==> src/rtl/instr_fetch_unit.sv <==
// instr_fetch_unit: PC generation, imem requests, prefetch FIFO and registered ibus; define IFETCH_BRANCH_EN for branch redirect/flush
module instr_fetch_unit #(
  parameter logic [31:0] RESET_PC   = 32'h00000000,
  parameter int          FIFO_DEPTH = 2,
  parameter logic [31:0] NOP_WORD   = 32'h00000000
) (
  input  logic        clk,
  input  logic        reset,
  output logic [31:0] iaddrbus,
  output logic        imem_req,
  input  logic [31:0] imem_rdata,
  input  logic        imem_ack,
  input  logic        stall,
  output logic [31:0] ibus,
  output logic        ibus_valid,
  output logic [31:0] pc_out
`ifdef IFETCH_BRANCH_EN
  ,
  input  logic        br_taken,
  input  logic [31:0] br_target
`endif
);
  localparam int PW = $clog2(FIFO_DEPTH);
  localparam int CW = PW + 1;
  localparam logic [CW-1:0] DEPTH_C = CW'(FIFO_DEPTH);
`ifdef IFETCH_BRANCH_EN
  typedef enum logic [1:0] {REQ, FULL, DRAIN} state_t;
`else
  typedef enum logic [1:0] {REQ, FULL} state_t;
`endif
  state_t state_q, state_d;
  logic [31:0] pc_q, pc_d, ibus_q, ibus_d, pc_out_q, pc_out_d;
  logic        valid_q, valid_d;
  logic [31:0] fdat_q [FIFO_DEPTH];
  logic [31:0] fdat_d [FIFO_DEPTH];
  logic [31:0] fpc_q [FIFO_DEPTH];
  logic [31:0] fpc_d [FIFO_DEPTH];
  logic [PW-1:0] rptr_q, rptr_d, wptr_q, wptr_d;
  logic [CW-1:0] count_q, count_d;
  logic ack, bypass, pop, push;
`ifdef IFETCH_BRANCH_EN
  logic [31:0] drain_addr_q, drain_addr_d;
  assign iaddrbus = (state_q == DRAIN) ? drain_addr_q : pc_q;
  assign ack      = imem_ack && imem_req && state_q != DRAIN;
`else
  assign iaddrbus = pc_q;
  assign ack      = imem_ack && imem_req;
`endif
  assign imem_req   = !reset && state_q != FULL;
  assign ibus       = ibus_q;
  assign ibus_valid = valid_q;
  assign pc_out     = pc_out_q;
  // FIFO push/pop with bypass into the output register, PC advance and request FSM
  always_comb begin
    state_d  = state_q;
    pc_d     = pc_q;
    ibus_d   = ibus_q;
    pc_out_d = pc_out_q;
    valid_d  = valid_q;
    fdat_d   = fdat_q;
    fpc_d    = fpc_q;
    rptr_d   = rptr_q;
    wptr_d   = wptr_q;
    bypass   = !stall && count_q == '0 && ack;
    pop      = !stall && count_q != '0;
    push     = ack && !bypass;
    if (push) begin
      fdat_d[wptr_q] = imem_rdata;
      fpc_d[wptr_q]  = pc_q;
      wptr_d         = wptr_q + PW'(1);
    end
    if (pop) begin
      ibus_d   = fdat_q[rptr_q];
      pc_out_d = fpc_q[rptr_q];
      valid_d  = 1'b1;
      rptr_d   = rptr_q + PW'(1);
    end else if (bypass) begin
      ibus_d   = imem_rdata;
      pc_out_d = pc_q;
      valid_d  = 1'b1;
    end else if (!stall) begin
      ibus_d  = NOP_WORD;
      valid_d = 1'b0;
    end
    count_d = count_q + CW'(push) - CW'(pop);
    pc_d    = ack ? pc_q + 32'd4 : pc_q;
    state_d = (state_q == REQ && ack && count_d == DEPTH_C) ? FULL :
              (state_q == FULL && pop) ? REQ : state_q;
`ifdef IFETCH_BRANCH_EN
    drain_addr_d = drain_addr_q;
    if (state_q == DRAIN && imem_ack) state_d = REQ;
    if (br_taken) begin
      count_d      = '0;
      rptr_d       = '0;
      wptr_d       = '0;
      pc_d         = {br_target[31:2], 2'b00};
      ibus_d       = NOP_WORD;
      valid_d      = 1'b0;
      state_d      = (imem_req && !imem_ack) ? DRAIN : REQ;
      drain_addr_d = (state_q == DRAIN) ? drain_addr_q : pc_q;
    end
`endif
  end
  // state register with synchronous reset
  always_ff @(posedge clk) begin
    if (reset) begin
      state_q  <= REQ;
      pc_q     <= RESET_PC;
      ibus_q   <= NOP_WORD;
      pc_out_q <= '0;
      valid_q  <= 1'b0;
      rptr_q   <= '0;
      wptr_q   <= '0;
      count_q  <= '0;
      fdat_q   <= '{default: '0};
      fpc_q    <= '{default: '0};
`ifdef IFETCH_BRANCH_EN
      drain_addr_q <= '0;
`endif
    end else begin
      state_q  <= state_d;
      pc_q     <= pc_d;
      ibus_q   <= ibus_d;
      pc_out_q <= pc_out_d;
      valid_q  <= valid_d;
      rptr_q   <= rptr_d;
      wptr_q   <= wptr_d;
      count_q  <= count_d;
      fdat_q   <= fdat_d;
      fpc_q    <= fpc_d;
`ifdef IFETCH_BRANCH_EN
      drain_addr_q <= drain_addr_d;
`endif
    end
  end
endmodule

==> config.mk <==
export PLATFORM = sky130hd
export DESIGN_NAME = instr_fetch_unit
export DESIGN_NICKNAME = d
export VERILOG_FILES = /design/src/rtl/instr_fetch_unit.sv
export SDC_FILE = /design/constraint.sdc
export NUM_CORES = 1
export LEC_CHECK = 0
export ABC_AREA = 1
export CAP_MARGIN = 0
export CORE_MARGIN = 1
export CORE_UTILIZATION = 49
export CTS_CLUSTER_DIAMETER = 50
export DETAILED_ROUTE_END_ITERATION = 8
export GPL_ROUTABILITY_DRIVEN = 0
export HOLD_SLACK_MARGIN = 0.08
export PLACE_DENSITY = 0.78
export SETUP_SLACK_MARGIN = 0.05
export SLEW_MARGIN = 10
export SYNTH_ARGS = -nofsm -noshare
export SYNTH_HDL_FRONTEND = slang
export SYNTH_SLANG_ARGS = --single-unit
==> constraint.sdc <==
create_clock -name clk -period 1.66 [get_ports clk]
set_clock_uncertainty 0.05 [all_clocks]
set_input_delay 0.332 -clock clk [delete_from_list [all_inputs] [get_ports clk]]
set_output_delay 0.332 -clock clk [all_outputs]
set_load 0.02 [all_outputs]
==> flow_summary.yaml <==
status:
  status: "finished, final reports clean"
die:
  rows: 50
  initial_utilization_pct: 50.3
  die-area_um2: 19900
  die_w_um: 141
  coreArea_um2: 18800
  die_h_um: 141
  ios: 134
routing:
  drt_iter0_drc: 684
  remaining_drc_errors: 0
  num_vias: 9331
  wirelength_um: 26800
  postRouteAntennaNets: 0
  dr.pass1.iters: 5
  post_drt_wl_per_cell_um: 15.3
  viasPerCell: 5.33
synthesis:
  ys_seq_area_share_pct: 46.9
  avgSynthCellArea_um2: 7.08
  yosys-top-cells-area: "dfxtp_1 (47%), nand2_1 (14%), o21ai_0 (8.2%), a21oi_1 (7.7%), inv_1 (4.4%)"
  synth-warning-count: 0
  synth_top_area_share_pct: 46.9
  yosys.area.top_type: "dfxtp_1"
  synth_seq_cells: 222
  synth_cells: 1339
  syn_area_um2: 9480
  post_synth_num_cell_types: 28
sta:
  fmax_mhz: 615
  final.period_utilization_pct: 97.9
  finalHoldViolCount: 0
  rsz0062_at_grt: "true"
  drv_slew: 0
  setup_viol: 0
  fin_crit_ns: 1.63
  worst_pin_slew_ns: 0.732
  max-slew-margin-rel_pct: 51.2
  fin_setup_tns_ns: 0
  setup_ws_ns: 0.0350
grt:
  grt_max_degree: 91
  grt_use_total_pct: 26.0
  grt_first_pass_wirelength_um: 42500
  antenna_found_initial: 0
  grt-ovfl-total: 0
  grt_pass1_vias: 8460
critical_path:
  criticalPathCategory: "flip-flop to flip-flop"
  required_ns: 2.04
  start_kind: "flip-flop"
  worstPathArrival_ns: 2.01
  endpoint_kind: "flip-flop"
  cp_max_fo: 10
finish:
  drive_above_1_share_pct: 13.9
  layout_commonest_cell: "nand2_1"
  layout_common_cells: "nand2_1 (359), dfxtp_1 (199), o21ai_0 (156)"
  insertedDiodeCount: 0
  fillers: 1609
  fin_cells: 1752
  area_growth_pct: 29.6
  layout.nets: 1516
  utilization_pct: 65.2
placed_design:
  hpwlAfterDp_um: 16400
  dp_slack_ns: -0.465
  io_buffers: 129
  dp_cells: 1703
min_path:
  hold_path_class: "primary input to flip-flop"
clock_tree:
  cts_buffers: 24
  cts.htree.levels: 1
  clock_latency_ns: 0.51
  path_clk_slew_ns: 0.06
  cts_hold_buf: 0
  numClockSinks: 222
  cts-root-buf: "clkbuf_16"
  cts_buffer_depth: 3
  cts_tree: "yes"
power_and_ir_drop:
  total_power_mw: 14.7
  p_per_area_nw_per_um2: 1200
  p_leak_nw: 4.62
  ir_drop_mv: 0.721
job:
  max_cap_viol_count: 0
cells by family (layout without fill, tap and decap cells):
family / count (synthesis) / count (layout) / share of synthesized area [%]
buffers and inverters: 218 / 368 / 9.49
other: 1 / 4 / 0.0396
XOR/XNOR: 2 / 2 / 0.185
AND/OR/NAND/NOR: 547 / 547 / 24.1
flip-flops: 222 / 222 / 46.9
adder cells (fa/ha/maj): 3 / 3 / 0.396
AO/OA/AOI/OAI: 346 / 346 / 18.9
path summary, 6_finish.rpt:
kind | slack, ns | cells after the start | start | to
hold / removal | 0.24 | 3 | reset | fdat_q[24]$_SDFFE_PP0P_
hold reg to reg | 0.39 | 2 | fpc_q[34]$_SDFFE_PP0P_ | fpc_q[34]$_SDFFE_PP0P_
setup reg to reg | 0.03 | 8 | count_q[0]$_SDFF_PP0_ | ibus[28]$_SDFFE_PP0P_
setup / recovery | 0.03 | 8 | count_q[0]$_SDFF_PP0_ | ibus[28]$_SDFFE_PP0P_
cells in the mapped netlist (all sizes together):
library cell and n:
clkbuf 63, ha 3, nor3 26, conb 1, buf 39, nor2 83, a31oi 38, xor2 1
o21bai 2, a21oi 146, nand4 11, and2 3, dfxtp 222, inv 115, nand2 367, nand3 33
xnor2 1, nor4 24, clkinv 1, o21ai 160
flip-flops by register name, indices dropped and copies added, names as in the netlist:
name / count
ibus_valid: 1
fpc_q: 60
wptr_q: 1
ibus: 32
rptr_q: 1
fdat_q: 64
pc_out: 30
iaddrbus: 30
count_q: 2
state_q: 1
stage by stage:
stage	cell area, µm²	hold WS, ns
3_3_place_gp	11300	0.381
3_5_place_dp	11300	0.386
5_1_grt	12300	0.245
6_report	12300	0.238
2_1_floorplan	9510	0.374
4_1_cts	12100	0.223
metal layers:
layer | track usage [%] | up-vias | wire length [µm]
li1 | - | 4637 | -
met3 | 3.53 | 44 | 1850
met2 | 44.1 | 321 | 12700
met1 | 34.9 | 4329 | 11700
met5 | 0 | - | 0
met4 | 6.64 | 0 | 564
power by group:
group | internal (mW) | switching [mW]
registers | 5.87 | 0.268
clock network | 3.16 | 2.09
logic | 1.21 | 2.11
total | 10.2 | 4.47
critical path, cell delays in order (launching register included):
cell and delay [ns]:
dfxtp_4 0.36, nor2_4 0.11, nand2_2 0.07, buf_4 0.13, buf_4 0.13, nor2_4 0.18
buf_2 0.29, nand2_1 0.09, a31oi_1 0.13
timing repair:
action	4_1_cts	5_1_grt
endpoints found under the hold margin	0	0
pin swaps	3	9
setup endpoints to repair	128	126
gates resized for setup	179	61
setup buffers	3	2
gates cloned	0	3
layout make-up:
class                           instances  area, µm²  area share (%)
Multi-Input combinational cell        902       4250            34.6
Clock buffer                           38        734            5.98
Inverter                              116        448            3.65
Clock inverter                          3       40.0           0.326
Tap cell                              260        325            2.65
Timing Repair Buffer                  211       1990            16.2
Sequential cell                       222       4500            36.6
(Power assumes the default switching activity.)
